File: config.mk
export PLATFORM = sky130hd
export DESIGN_NAME = n64_vinfo_detect_flat
export DESIGN_NICKNAME = d
export VERILOG_FILES = /design/src/rtl/n64_vinfo_detect_pkg.sv /design/src/rtl/n64_vinfo_detect_if.sv /design/src/rtl/vinfo_hyst_filter.sv /design/src/rtl/n64_vinfo_detect.sv /design/src/flat_wrapper.sv
export SDC_FILE = /design/constraint.sdc
export NUM_CORES = 1
export LEC_CHECK = 0
export CAP_MARGIN = 25
export CORE_AREA = 2 2 109 111
export CTS_CLUSTER_DIAMETER = 60
export DETAILED_ROUTE_END_ITERATION = 10
export DIE_AREA = 0 0 111 113
export REMOVE_ABC_BUFFERS = 1
export SYNTH_ARGS = -nofsm -noshare
export SYNTH_HDL_FRONTEND = slang
export SYNTH_HIERARCHICAL = 1
export SYNTH_SLANG_ARGS = --single-unit
File: constraint.sdc
create_clock -name N64_CLK_i -period 3.6 [get_ports N64_CLK_i]
set_clock_uncertainty 0.15 [all_clocks]
set_input_delay 0.36 -clock N64_CLK_i [delete_from_list [all_inputs] [get_ports N64_CLK_i]]
set_output_delay 0.36 -clock N64_CLK_i [all_outputs]
set_load 0.05 [all_outputs]
File: src/rtl/n64_vinfo_detect_pkg.sv
// Shared constants, state encoding and helpers for the N64 video-info detector.
package n64_vinfo_detect_pkg;

    localparam int LINE_W              = 10;
    localparam int HPHASE_W            = 12;
    localparam int AGREE_W             = 3;

    localparam int PAL_LINE_THRESH_DEF = 290;
    localparam int PHASE_TOL_DEF       = 8;
    localparam int HYST_DEF            = 2;

    localparam logic [LINE_W-1:0]   LINE_MAX   = '1;
    localparam logic [HPHASE_W-1:0] HPHASE_MAX = '1;

    typedef enum logic [1:0] {
        WAIT_VS = 2'd0,
        MEAS    = 2'd1,
        RUN     = 2'd2
    } vinfo_state_e;

    // Unsigned distance between two horizontal phases.
    function automatic logic [HPHASE_W-1:0] phase_dist(input logic [HPHASE_W-1:0] a,
                                                       input logic [HPHASE_W-1:0] b);
        return (a >= b) ? (a - b) : (b - a);
    endfunction

endpackage

File: src/rtl/n64_vinfo_detect_if.sv
// Sync-sample inputs and mode-flag outputs of the video-info detector.
interface n64_vinfo_detect_if;
    import n64_vinfo_detect_pkg::*;

    logic              dvalid_i;
    logic              nVSYNC_i;
    logic              nHSYNC_i;
    logic              palmode_o;
    logic              interlaced_o;
    logic              field_o;
    logic [LINE_W-1:0] lines_per_field_o;
    logic              vinfo_valid_o;

    // Video source side: drives sync samples, observes the flags.
    modport master (
        output dvalid_i, nVSYNC_i, nHSYNC_i,
        input  palmode_o, interlaced_o, field_o, lines_per_field_o, vinfo_valid_o
    );

    // Detector side.
    modport slave (
        input  dvalid_i, nVSYNC_i, nHSYNC_i,
        output palmode_o, interlaced_o, field_o, lines_per_field_o, vinfo_valid_o
    );

endinterface

File: src/rtl/vinfo_hyst_filter.sv
// Per-flag hysteresis: a flag only changes after HYST consecutive votes
// disagreeing with it. With FIRST_LOAD set, the flag has no value until HYST
// identical votes have been seen, and loaded_o marks that first decision.
module vinfo_hyst_filter
    import n64_vinfo_detect_pkg::*;
#(
    parameter int HYST       = HYST_DEF,
    parameter bit FIRST_LOAD = 1'b1
) (
    input  logic clk_i,
    input  logic nrst_i,
    input  logic stb_i,
    input  logic vote_i,
    output logic flag_o,
    output logic loaded_o
);

    localparam logic [AGREE_W-1:0] HYST_C = AGREE_W'(HYST);

    logic               flag_q,   flag_d;
    logic               cand_q,   cand_d;
    logic               loaded_q, loaded_d;
    logic [AGREE_W-1:0] cnt_q,    cnt_d;
    logic [AGREE_W-1:0] cnt_inc;

    // Next-state: identical-vote run before the first decision, disagree run afterwards.
    always_comb begin
        flag_d   = flag_q;
        cand_d   = cand_q;
        loaded_d = loaded_q;
        cnt_d    = cnt_q;
        cnt_inc  = cnt_q + 1'b1;
        if (stb_i) begin
            if (!loaded_q) begin
                cnt_d  = (cnt_q != '0 && vote_i == cand_q) ? cnt_inc : AGREE_W'(1);
                cand_d = vote_i;
                if (cnt_d >= HYST_C) begin
                    flag_d   = vote_i;
                    loaded_d = 1'b1;
                    cnt_d    = '0;
                end
            end else if (vote_i == flag_q) begin
                cnt_d = '0;
            end else if (cnt_inc >= HYST_C) begin
                flag_d = ~flag_q;
                cnt_d  = '0;
            end else begin
                cnt_d = cnt_inc;
            end
        end
    end

    // Filter state registers; a filter without first-load starts decided at 0.
    always_ff @(posedge clk_i or negedge nrst_i) begin
        if (!nrst_i) begin
            flag_q   <= 1'b0;
            cand_q   <= 1'b0;
            loaded_q <= !FIRST_LOAD;
            cnt_q    <= '0;
        end else begin
            flag_q   <= flag_d;
            cand_q   <= cand_d;
            loaded_q <= loaded_d;
            cnt_q    <= cnt_d;
        end
    end

    assign flag_o   = flag_q;
    assign loaded_o = loaded_q;

endmodule

File: src/rtl/n64_vinfo_detect.sv
// Measures N64 field length and vsync phase, and derives PAL / interlace flags
// through hysteresis so a single corrupted field cannot flip the video mode.
//
// state   | meaning
// --------+-----------------------------------------------------------
// WAIT_VS | after reset; first vsync only aligns the line counter
// MEAS    | first full field in progress; its end gives the first PAL vote
// RUN     | steady state; every field end votes PAL and interlace
module n64_vinfo_detect
    import n64_vinfo_detect_pkg::*;
#(
    parameter int PAL_LINE_THRESH = PAL_LINE_THRESH_DEF,
    parameter int PHASE_TOL       = PHASE_TOL_DEF,
    parameter int HYST            = HYST_DEF
) (
    input  logic              N64_CLK_i,
    input  logic              nRST_i,
    n64_vinfo_detect_if.slave vif
);

    localparam logic [LINE_W-1:0]   PAL_TH_C = LINE_W'(PAL_LINE_THRESH);
    localparam logic [HPHASE_W-1:0] TOL_C    = HPHASE_W'(PHASE_TOL);

    logic                hs_q, vs_q;
    logic                hs_fe, vs_fe;
    logic [LINE_W-1:0]   line_cnt_q, line_cap;
    logic [HPHASE_W-1:0] hphase_q, vphase, vphase_prev_q;
    logic [LINE_W-1:0]   lines_q;
    logic                field_raw_q;
    vinfo_state_e        state_q;
    logic                pal_vote, il_vote, pal_stb, il_stb;
    logic                pal_flag, il_flag, pal_loaded, il_loaded;

    assign hs_fe    = vif.dvalid_i & hs_q & ~vif.nHSYNC_i;
    assign vs_fe    = vif.dvalid_i & vs_q & ~vif.nVSYNC_i;
    // A line starting in the vsync sample still belongs to the ending field.
    assign line_cap = (hs_fe && line_cnt_q != LINE_MAX) ? line_cnt_q + 1'b1 : line_cnt_q;
    assign vphase   = hs_fe ? '0 : hphase_q;

    assign pal_vote = (line_cap >= PAL_TH_C);
    assign il_vote  = (phase_dist(vphase, vphase_prev_q) > TOL_C);
    assign pal_stb  = vs_fe & (state_q != WAIT_VS);
    assign il_stb   = vs_fe & (state_q == RUN);

    // Edge detect, line/phase counters, field-end capture and sequencing state.
    always_ff @(posedge N64_CLK_i or negedge nRST_i) begin
        if (!nRST_i) begin
            hs_q          <= 1'b0;
            vs_q          <= 1'b0;
            line_cnt_q    <= '0;
            hphase_q      <= '0;
            vphase_prev_q <= '0;
            lines_q       <= '0;
            field_raw_q   <= 1'b0;
            state_q       <= WAIT_VS;
        end else if (vif.dvalid_i) begin
            hs_q <= vif.nHSYNC_i;
            vs_q <= vif.nVSYNC_i;
            if (hs_fe) begin
                hphase_q <= '0;
            end else if (hphase_q != HPHASE_MAX) begin
                hphase_q <= hphase_q + 1'b1;
            end
            line_cnt_q <= vs_fe ? '0 : line_cap;
            if (vs_fe) begin
                case (state_q)
                    WAIT_VS: state_q <= MEAS;
                    MEAS: begin
                        lines_q       <= line_cap;
                        vphase_prev_q <= vphase;
                        state_q       <= RUN;
                    end
                    RUN: begin
                        lines_q       <= line_cap;
                        vphase_prev_q <= vphase;
                        field_raw_q   <= (vphase > vphase_prev_q);
                    end
                    default: state_q <= WAIT_VS;
                endcase
            end
        end
    end

    vinfo_hyst_filter #(.HYST(HYST), .FIRST_LOAD(1'b1)) u_pal_filt (
        .clk_i    (N64_CLK_i),
        .nrst_i   (nRST_i),
        .stb_i    (pal_stb),
        .vote_i   (pal_vote),
        .flag_o   (pal_flag),
        .loaded_o (pal_loaded)
    );

    // Interlace starts decided as progressive, so it never gates validity.
    vinfo_hyst_filter #(.HYST(HYST), .FIRST_LOAD(1'b0)) u_il_filt (
        .clk_i    (N64_CLK_i),
        .nrst_i   (nRST_i),
        .stb_i    (il_stb),
        .vote_i   (il_vote),
        .flag_o   (il_flag),
        .loaded_o (il_loaded)
    );

    assign vif.palmode_o         = pal_flag;
    assign vif.interlaced_o      = il_flag;
    assign vif.field_o           = il_flag & field_raw_q;
    assign vif.lines_per_field_o = lines_q;
    assign vif.vinfo_valid_o     = pal_loaded & il_loaded;

endmodule

File: src/flat_wrapper.sv
// flat-port wrapper written by rule: the top's interface ports become plain ports
module n64_vinfo_detect_flat import n64_vinfo_detect_pkg::*;
#(
    parameter int PAL_LINE_THRESH = PAL_LINE_THRESH_DEF,
    parameter int PHASE_TOL       = PHASE_TOL_DEF,
    parameter int HYST            = HYST_DEF
)
  (N64_CLK_i, nRST_i, vif_dvalid_i, vif_nVSYNC_i, vif_nHSYNC_i, vif_palmode_o, vif_interlaced_o, vif_field_o, vif_lines_per_field_o, vif_vinfo_valid_o);
  n64_vinfo_detect_if vif_i ();
  input  logic N64_CLK_i;
  input  logic nRST_i;
  input wire logic [$bits(vif_i.dvalid_i)-1:0] vif_dvalid_i;
  input wire logic [$bits(vif_i.nVSYNC_i)-1:0] vif_nVSYNC_i;
  input wire logic [$bits(vif_i.nHSYNC_i)-1:0] vif_nHSYNC_i;
  output wire logic [$bits(vif_i.palmode_o)-1:0] vif_palmode_o;
  output wire logic [$bits(vif_i.interlaced_o)-1:0] vif_interlaced_o;
  output wire logic [$bits(vif_i.field_o)-1:0] vif_field_o;
  output wire logic [$bits(vif_i.lines_per_field_o)-1:0] vif_lines_per_field_o;
  output wire logic [$bits(vif_i.vinfo_valid_o)-1:0] vif_vinfo_valid_o;
  assign vif_i.dvalid_i = vif_dvalid_i;
  assign vif_i.nVSYNC_i = vif_nVSYNC_i;
  assign vif_i.nHSYNC_i = vif_nHSYNC_i;
  assign vif_palmode_o = vif_i.palmode_o;
  assign vif_interlaced_o = vif_i.interlaced_o;
  assign vif_field_o = vif_i.field_o;
  assign vif_lines_per_field_o = vif_i.lines_per_field_o;
  assign vif_vinfo_valid_o = vif_i.vinfo_valid_o;
  n64_vinfo_detect #(.PAL_LINE_THRESH(PAL_LINE_THRESH), .PHASE_TOL(PHASE_TOL), .HYST(HYST)) u_core (.N64_CLK_i(N64_CLK_i), .nRST_i(nRST_i), .vif(vif_i));
endmodule
After elaboration in Yosys (flattened, before gate mapping)
Cells that the tools add are included.
- flip-flop bits (word level): 61
- input bits: 5
- add/subtract/negate cells: 6
- magnitude comparators: 8
- eq/ne operators: 12
- muxes and demuxes: 29
- bitwise gates (word level): 15
- reduce and logical (&&, ||, !) cells: 19
- operator list (kind ; count):
    12-bit 2-to-1 mux ; 4
    3-bit 2-to-1 mux ; 10
    12-bit subtractor ; 2
    10-bit 2-to-1 mux ; 2
    12-bit by 1-bit adder with 12-bit output (second input constant) ; 1
    12-bit >= comparator ; 1
    3-bit by 2-bit >= comparator with 1-bit output (second input constant) ; 4
    12-bit > comparator ; 1
    12-bit by 4-bit > comparator with 1-bit output (second input constant) ; 1
    1-bit 2-to-1 mux ; 12
    12-bit inequality test (second input constant) ; 1
    10-bit by 1-bit adder with 10-bit output (second input constant) ; 1
    10-bit by 9-bit >= comparator with 1-bit output (second input constant) ; 1
    10-bit inequality test (second input constant) ; 1
    3-bit AND reduction ; 3
    1-bit AND ; 8
    4-bit AND reduction ; 2
    2-bit nonzero test ; 4
    1-bit inverter ; 7
    3-bit by 1-bit adder with 3-bit output (second input constant) ; 2
    2-bit case mux with 3 select lines ; 1
    2-bit AND reduction ; 3
    3-bit nonzero test ; 2
    1-bit equality test ; 4
    7 further kinds ; 11

Logic depth before layout (Yosys ltp)
- depth after elaboration: 12
- depth in mapped cells: 18
- mapped depth without buffers: 16

By module
The synthesis kept the hierarchy.
- modules (own cells, without submodules) (module ; instances ; cells each ; area an instance (µm²)):
    n64_vinfo_detect ; 1 ; 433 ; 3743.6
    vinfo_hyst_filter at u_core.u_il_filt ; 1 ; 32 ; 355.3
    vinfo_hyst_filter at u_core.u_pal_filt ; 1 ; 32 ; 354.1

Least setup slack after synthesis
No wires, ideal clock.
- path kind: input to register
- from: input vif_dvalid_i
- to: register u_core.u_il_filt.flag_q, in the netlist u_core/u_il_filt/flag_o
- library setup time: 0.125 ns
- data arrival time: 3.701 ns
- setup slack: -0.376 ns
- cell stages on the path: 16
- cells stage by stage: buf_4 nand3b_2 clkbuf_1 nand2_1 ha_1 fa_1 o21ai_1 a211oi_2 a21oi_4 mux2_2 o311a_1 o22ai_1 xor2_1 a221oi_2 o211ai_1 mux2_4
- longest elaborated chain between the ends: 12
- elaborated cells between the ends (all ways): 21
- those cells by class: add/sub (2); order compare (3); eq/ne (3); mux (5); bitwise (5); reduce/logical (3)
- RTL lines (item ; RTL line ; text):
    from (decl) ; flat_wrapper.sv:12 ; input wire logic [$bits(vif_i.dvalid_i)-1:0] vif_dvalid_i;
    1-bit AND (*) (2 in a row) ; n64_vinfo_detect.sv:34 ; assign hs_fe = vif.dvalid_i & hs_q & ~vif.nHSYNC_i;
    12-bit 2-to-1 mux (*) ; n64_vinfo_detect.sv:38 ; assign vphase = hs_fe ? '0 : hphase_q;
    12-bit subtractor / 12-bit >= comparator (equally long branches) ; n64_vinfo_detect_pkg.sv:24 ; return (a >= b) ? (a - b) : (b - a);
    12-bit 2-to-1 mux (*) ; n64_vinfo_detect_pkg.sv:24 ;
    12-bit by 4-bit > comparator with 1-bit output (*) ; n64_vinfo_detect.sv:41 ; assign il_vote = (phase_dist(vphase, vphase_prev_q) > TOL_C);
    net u_core.il_vote ; n64_vinfo_detect.sv:31 ; logic pal_vote, il_vote, pal_stb, il_stb;
    1-bit equality test ; vinfo_hyst_filter.sv:35 ; cnt_d = (cnt_q != '0 && vote_i == cand_q) ? cnt_inc : AGREE_W'(1);
    1-bit logical AND ; vinfo_hyst_filter.sv:35 ;
    3-bit 2-to-1 mux ; vinfo_hyst_filter.sv:35 ;
    3-bit by 2-bit >= comparator with 1-bit output ; vinfo_hyst_filter.sv:37 ; if (cnt_d >= HYST_C) begin
    2-bit nonzero test (no source line) ; n/a ;
    4-bit AND reduction (no source line) ; n/a ;
    to (signal assigned) ; vinfo_hyst_filter.sv:61 ; flag_q <= flag_d;
    to (decl) ; vinfo_hyst_filter.sv:20 ; logic flag_q, flag_d;
The timed path passes the listed nets; every way through them passes the cells marked *. The select of a mux whose other input is x is not followed.
A chain may end at the register's enable or synchronous reset.

Worst setup path after layout
- from: register u_core.hs_q
- to: register u_core.u_il_filt.flag_q, in the netlist u_core/u_il_filt/flag_o
- longest elaborated chain between the ends: 12
- elaborated cells between the ends (all ways): 18
- those cells by class: add/sub (2); order compare (3); eq/ne (3); mux (5); bitwise (2); reduce/logical (3)
- RTL lines (item ; RTL line ; text):
    from (decl) ; n64_vinfo_detect.sv:24 ; logic hs_q, vs_q;
    from (signal assigned) ; n64_vinfo_detect.sv:57 ; hs_q <= vif.nHSYNC_i;
    1-bit AND (*) (2 in a row) ; n64_vinfo_detect.sv:34 ;
    12-bit 2-to-1 mux (*) ; n64_vinfo_detect.sv:38 ;
    12-bit subtractor / 12-bit >= comparator (equally long branches) ; n64_vinfo_detect_pkg.sv:24 ;
    12-bit 2-to-1 mux (*) ; n64_vinfo_detect_pkg.sv:24 ;
    12-bit by 4-bit > comparator with 1-bit output (*) ; n64_vinfo_detect.sv:41 ;
    net u_core.il_vote ; n64_vinfo_detect.sv:31 ;
    1-bit equality test ; vinfo_hyst_filter.sv:35 ;
    1-bit logical AND ; vinfo_hyst_filter.sv:35 ;
    3-bit 2-to-1 mux ; vinfo_hyst_filter.sv:35 ;
    3-bit by 2-bit >= comparator with 1-bit output ; vinfo_hyst_filter.sv:37 ;
    2-bit nonzero test (no source line) ; n/a ;
    4-bit AND reduction (no source line) ; n/a ;
Marked as above.

==> flow_summary.json <==
{
  "status": "finished with violations",
  "failed_checks": "setup timing",
  "grt_remaining_overflow": 0,
  "ys.flop_type": "dfrtp_1",
  "synthArstFlopShare_pct": 100.0,
  "grt_max_degree": 39,
  "layout.area.seq_um2": 1528,
  "core-area_um2": 11270,
  "die_area_um2": 12540,
  "layout_commonest_cell": "buf_4",
  "fillers": 960,
  "max_freq_mhz": 266.9,
  "max-slew-margin-rel_pct": 56.36,
  "cts_buffers": 9,
  "cap_violations": 0,
  "fin_util_pct": 54.82,
  "critPathCaptureType": "flop",
  "io_pins": 19,
  "crit_path_max_incr_delay_ps": 400,
  "initial_utilization_pct": 39.50,
  "cpMostUsedCell": "buf_6",
  "grt_pass1_vias": 3995,
  "dp_slack_ps": -849.7,
  "holdCritPathClass": "in2reg",
  "synth_edf_count": 0,
  "grtUsageTotal_pct": 18.54,
  "synthCells": 497,
  "cts_buffer_depth": 2,
  "hpwl_mm": 7.908,
  "drc": 0,
  "final.min_clock_period_ps": 3746,
  "whs_path_depth": 2,
  "h-tree-depth": 3,
  "multi_input_area_um2": 3142,
  "portBuffers": 18,
  "path_depth": 17,
  "path_clk_slew_ps": 50,
  "ys_seq_area_share_pct": 34.31,
  "antenna_found_initial": 0,
  "drive_above_1_share_pct": 33.78,
  "yosys_register_bits": 61,
  "rows": 39,
  "drtIter0Drc": 223,
  "cp_slowest_cell": "dfrtp_1",
  "clockRootBuffer": "clkbuf_16",
  "final_max_slew_viol_count": 0,
  "grtUsageMet2_pct": 33.25,
  "die_height_um": 113,
  "placed_area_um2": 5288,
  "vdd_drop_max_mv": 0.4649,
  "vias_per_cell": 5.191,
  "netlist_area_um2": 4453,
  "post_drt_wl_per_cell_um": 15.15,
  "hold_violations": 0,
  "worst_slew_pin_slew_ps": 653.0,
  "mostFrequentLayoutCells": "buf_4 (79), dfrtp_1 (60), nand2_1 (47)",
  "finalWirelength_mm": 11.27,
  "cts_tree": "built",
  "post_synth.cell_area_avg_um2": 8.960,
  "diodes": 0,
  "gp_congestion": 0.8950,
  "synth_cell_types": 77,
  "firstDrtPassIters": 4,
  "setup_viol": 2,
  "rsz0062_at_grt": "yes",
  "fin_ws_ps": -146.2,
  "antenna_left": 0,
  "path_delay_family": "compound AO/OA/AOI/OAI gates",
  "die_w_um": 111,
  "crit_type": "reg2reg",
  "cts_sinks": 61,
  "nets": 638,
  "groute.layer.met1.usage_pct": 22.70,
  "cp_cell_sequence": "nand3b_4, buf_12, nand2_8, ha_4, buf_6, nand4_4, nor4_4, nor3_4, a21oi_4, buf_6, mux2i_1, xnor2_2, o22ai_4, xor2_2, a221oi_2, o211ai_1, mux2_4",
  "power_density_nw_per_um2": 792.1,
  "post-route-period-util_pct": 104.1,
  "clock_latency_ps": 330,
  "met3_usage_pct": 2.303,
  "num_vias": 3862,
  "cp.arrival_ps": 3810,
  "grt_first_pass_wirelength_mm": 19.09,
  "power_leakage_uw": 0.002843,
  "syn_to_final_growth_pct": 38.78,
  "top_usage_layer": "met2",
  "cp_num_buf_inv": 3,
  "crit_required_ps": 3670,
  "fin_area_um2": 6180,
  "cp_max_fo": 7,
  "ff2ff_path_depth": 17,
  "yosys_warnings": 6,
  "cp-start-kind": "flop"
}
[per-layer routing]
metal	wire (µm)	vias to the layer above
li1	-	1922
met4	281	0
met5	0	-
met3	252	22
met2	5778	63
met1	4960	1855
[cell usage after synthesis, drive strengths merged (2+ instances only)]
| master | n | area share, % |
|---|---|---|
| o21bai | 5 | 0.84 |
| a21o | 5 | 0.90 |
| a221oi | 5 | 1.3 |
| and2 | 4 | 0.56 |
| nand4 | 4 | 0.84 |
| or2 | 3 | 0.42 |
| o31ai | 4 | 0.98 |
| and3 | 6 | 0.84 |
| nand4b | 2 | 0.39 |
| a21boi | 2 | 0.34 |
| nor3b | 5 | 0.84 |
| o21ai | 41 | 4.7 |
| mux2 | 11 | 3.0 |
| nor3 | 8 | 1.1 |
| o41ai | 3 | 1.0 |
| dfrtp | 60 | 34 |
| xor2 | 12 | 2.4 |
| nor4 | 3 | 0.56 |
| o211ai | 3 | 0.51 |
| ha | 35 | 9.8 |
| o21a | 5 | 0.84 |
| a21oi | 19 | 2.6 |
| nor2b | 2 | 0.28 |
| nand2 | 61 | 5.2 |
| buf | 11 | 1.6 |
| a211oi | 2 | 0.45 |
| nand3 | 16 | 2.0 |
| o22ai | 8 | 1.1 |
| and3b | 2 | 0.48 |
| mux2i | 3 | 0.67 |
| nor2 | 36 | 3.0 |
| or3 | 2 | 0.28 |
| nand3b | 3 | 0.59 |
| a22o | 3 | 0.62 |
| o211a | 2 | 0.45 |
| inv | 44 | 3.7 |
| xnor2 | 21 | 4.3 |
| o221ai | 2 | 0.39 |
| o31a | 2 | 0.42 |
| fa | 2 | 0.90 |
| nand2b | 10 | 1.4 |
| clkbuf | 9 | 0.76 |
[logic make-up after synthesis]
group | Yosys count | synth area share, %
AO/OA/AOI/OAI | 118 | 19.02
multiplexers | 14 | 3.625
adder cells (fa/ha/maj) | 37 | 10.73
flip-flops | 61 | 34.31
XOR/XNOR | 33 | 6.659
buffers and inverters | 64 | 6.069
AND/OR/NAND/NOR | 170 | 19.58
[state kept, by name (all words and copies together), names as in the netlist]
register / cells
u_core/u_il_filt/cand_q: 1
u_core/u_il_filt/loaded_o: 1
u_core/hphase_q: 12
u_core/vs_q: 1
u_core/hs_q: 1
u_core/state_q: 2
u_core/u_pal_filt/cand_q: 1
u_core/field_raw_q: 1
u_core/u_pal_filt/loaded_o: 1
u_core/vphase_prev_q: 12
u_core/u_pal_filt/flag_o: 1
u_core/u_il_filt/cnt_q: 3
u_core/u_pal_filt/cnt_q: 3
u_core/u_il_filt/flag_o: 1
u_core/line_cnt_q: 10
u_core/vif.lines_per_field_o: 10
[layout make-up]
cell class	count	area share, %
inverters	44	2.673
multi-input cells	372	50.84
well taps	143	2.895
clock inverters	3	0.2430
clock buffers	13	4.049
flip-flops and latches	61	24.72
repair buffers	108	14.58
[per-stage QoR]
step	TNS [ps]	std cells	hold WS [ps]	total power (µW)
6_report	-240.3	744	290.0	4895
5_1_grt	-531.5	744	308.2	5203
4_1_cts	-69.18	742	281.2	4729
3_5_place_dp	-2415	716	232.1	3374
3_3_place_gp	-2270	716	232.9	3338
2_1_floorplan	-131.6	477	-85.59	2572
[power by group]
| group | switching [µW] | total, µW | internal (µW) |
|---|---|---|---|
| Combinational | 1570 | 3150 | 1580 |
| Clock | 289 | 769 | 480 |
| Sequential | 145 | 978 | 834 |
[path summary, 6_finish.rpt]
kind	end	slack [ps]	start
max	u_core/u_il_filt/flag_o$_DFFE_PN0P_	-150	u_core/hs_q$_DFFE_PN0P_
min	u_core/hs_q$_DFFE_PN0P_	290	vif_nHSYNC_i
max reg2reg	u_core/u_il_filt/flag_o$_DFFE_PN0P_	-150	u_core/hs_q$_DFFE_PN0P_
min reg2reg	u_core/field_raw_q$_DFFE_PN0P_	330	u_core/field_raw_q$_DFFE_PN0P_
max in group asynchronous	u_core/vif.lines_per_field_o[0]$_DFFE_PN0P_	2000	nRST_i
min in group asynchronous	u_core/u_il_filt/cnt_q[1]$_DFFE_PN0P_	400	nRST_i
[what timing repair did]
action | 4_1_cts | 5_1_grt
hold buffers | 1 | 0
endpoints found under the hold margin | 22 | 0
setup endpoints to repair | 4 | 3
setup buffers | 9 | 4
cloned | 0 | 0
resized for setup | 81 | 22
pin swaps | 34 | 16
(Power assumes the default switching activity.)
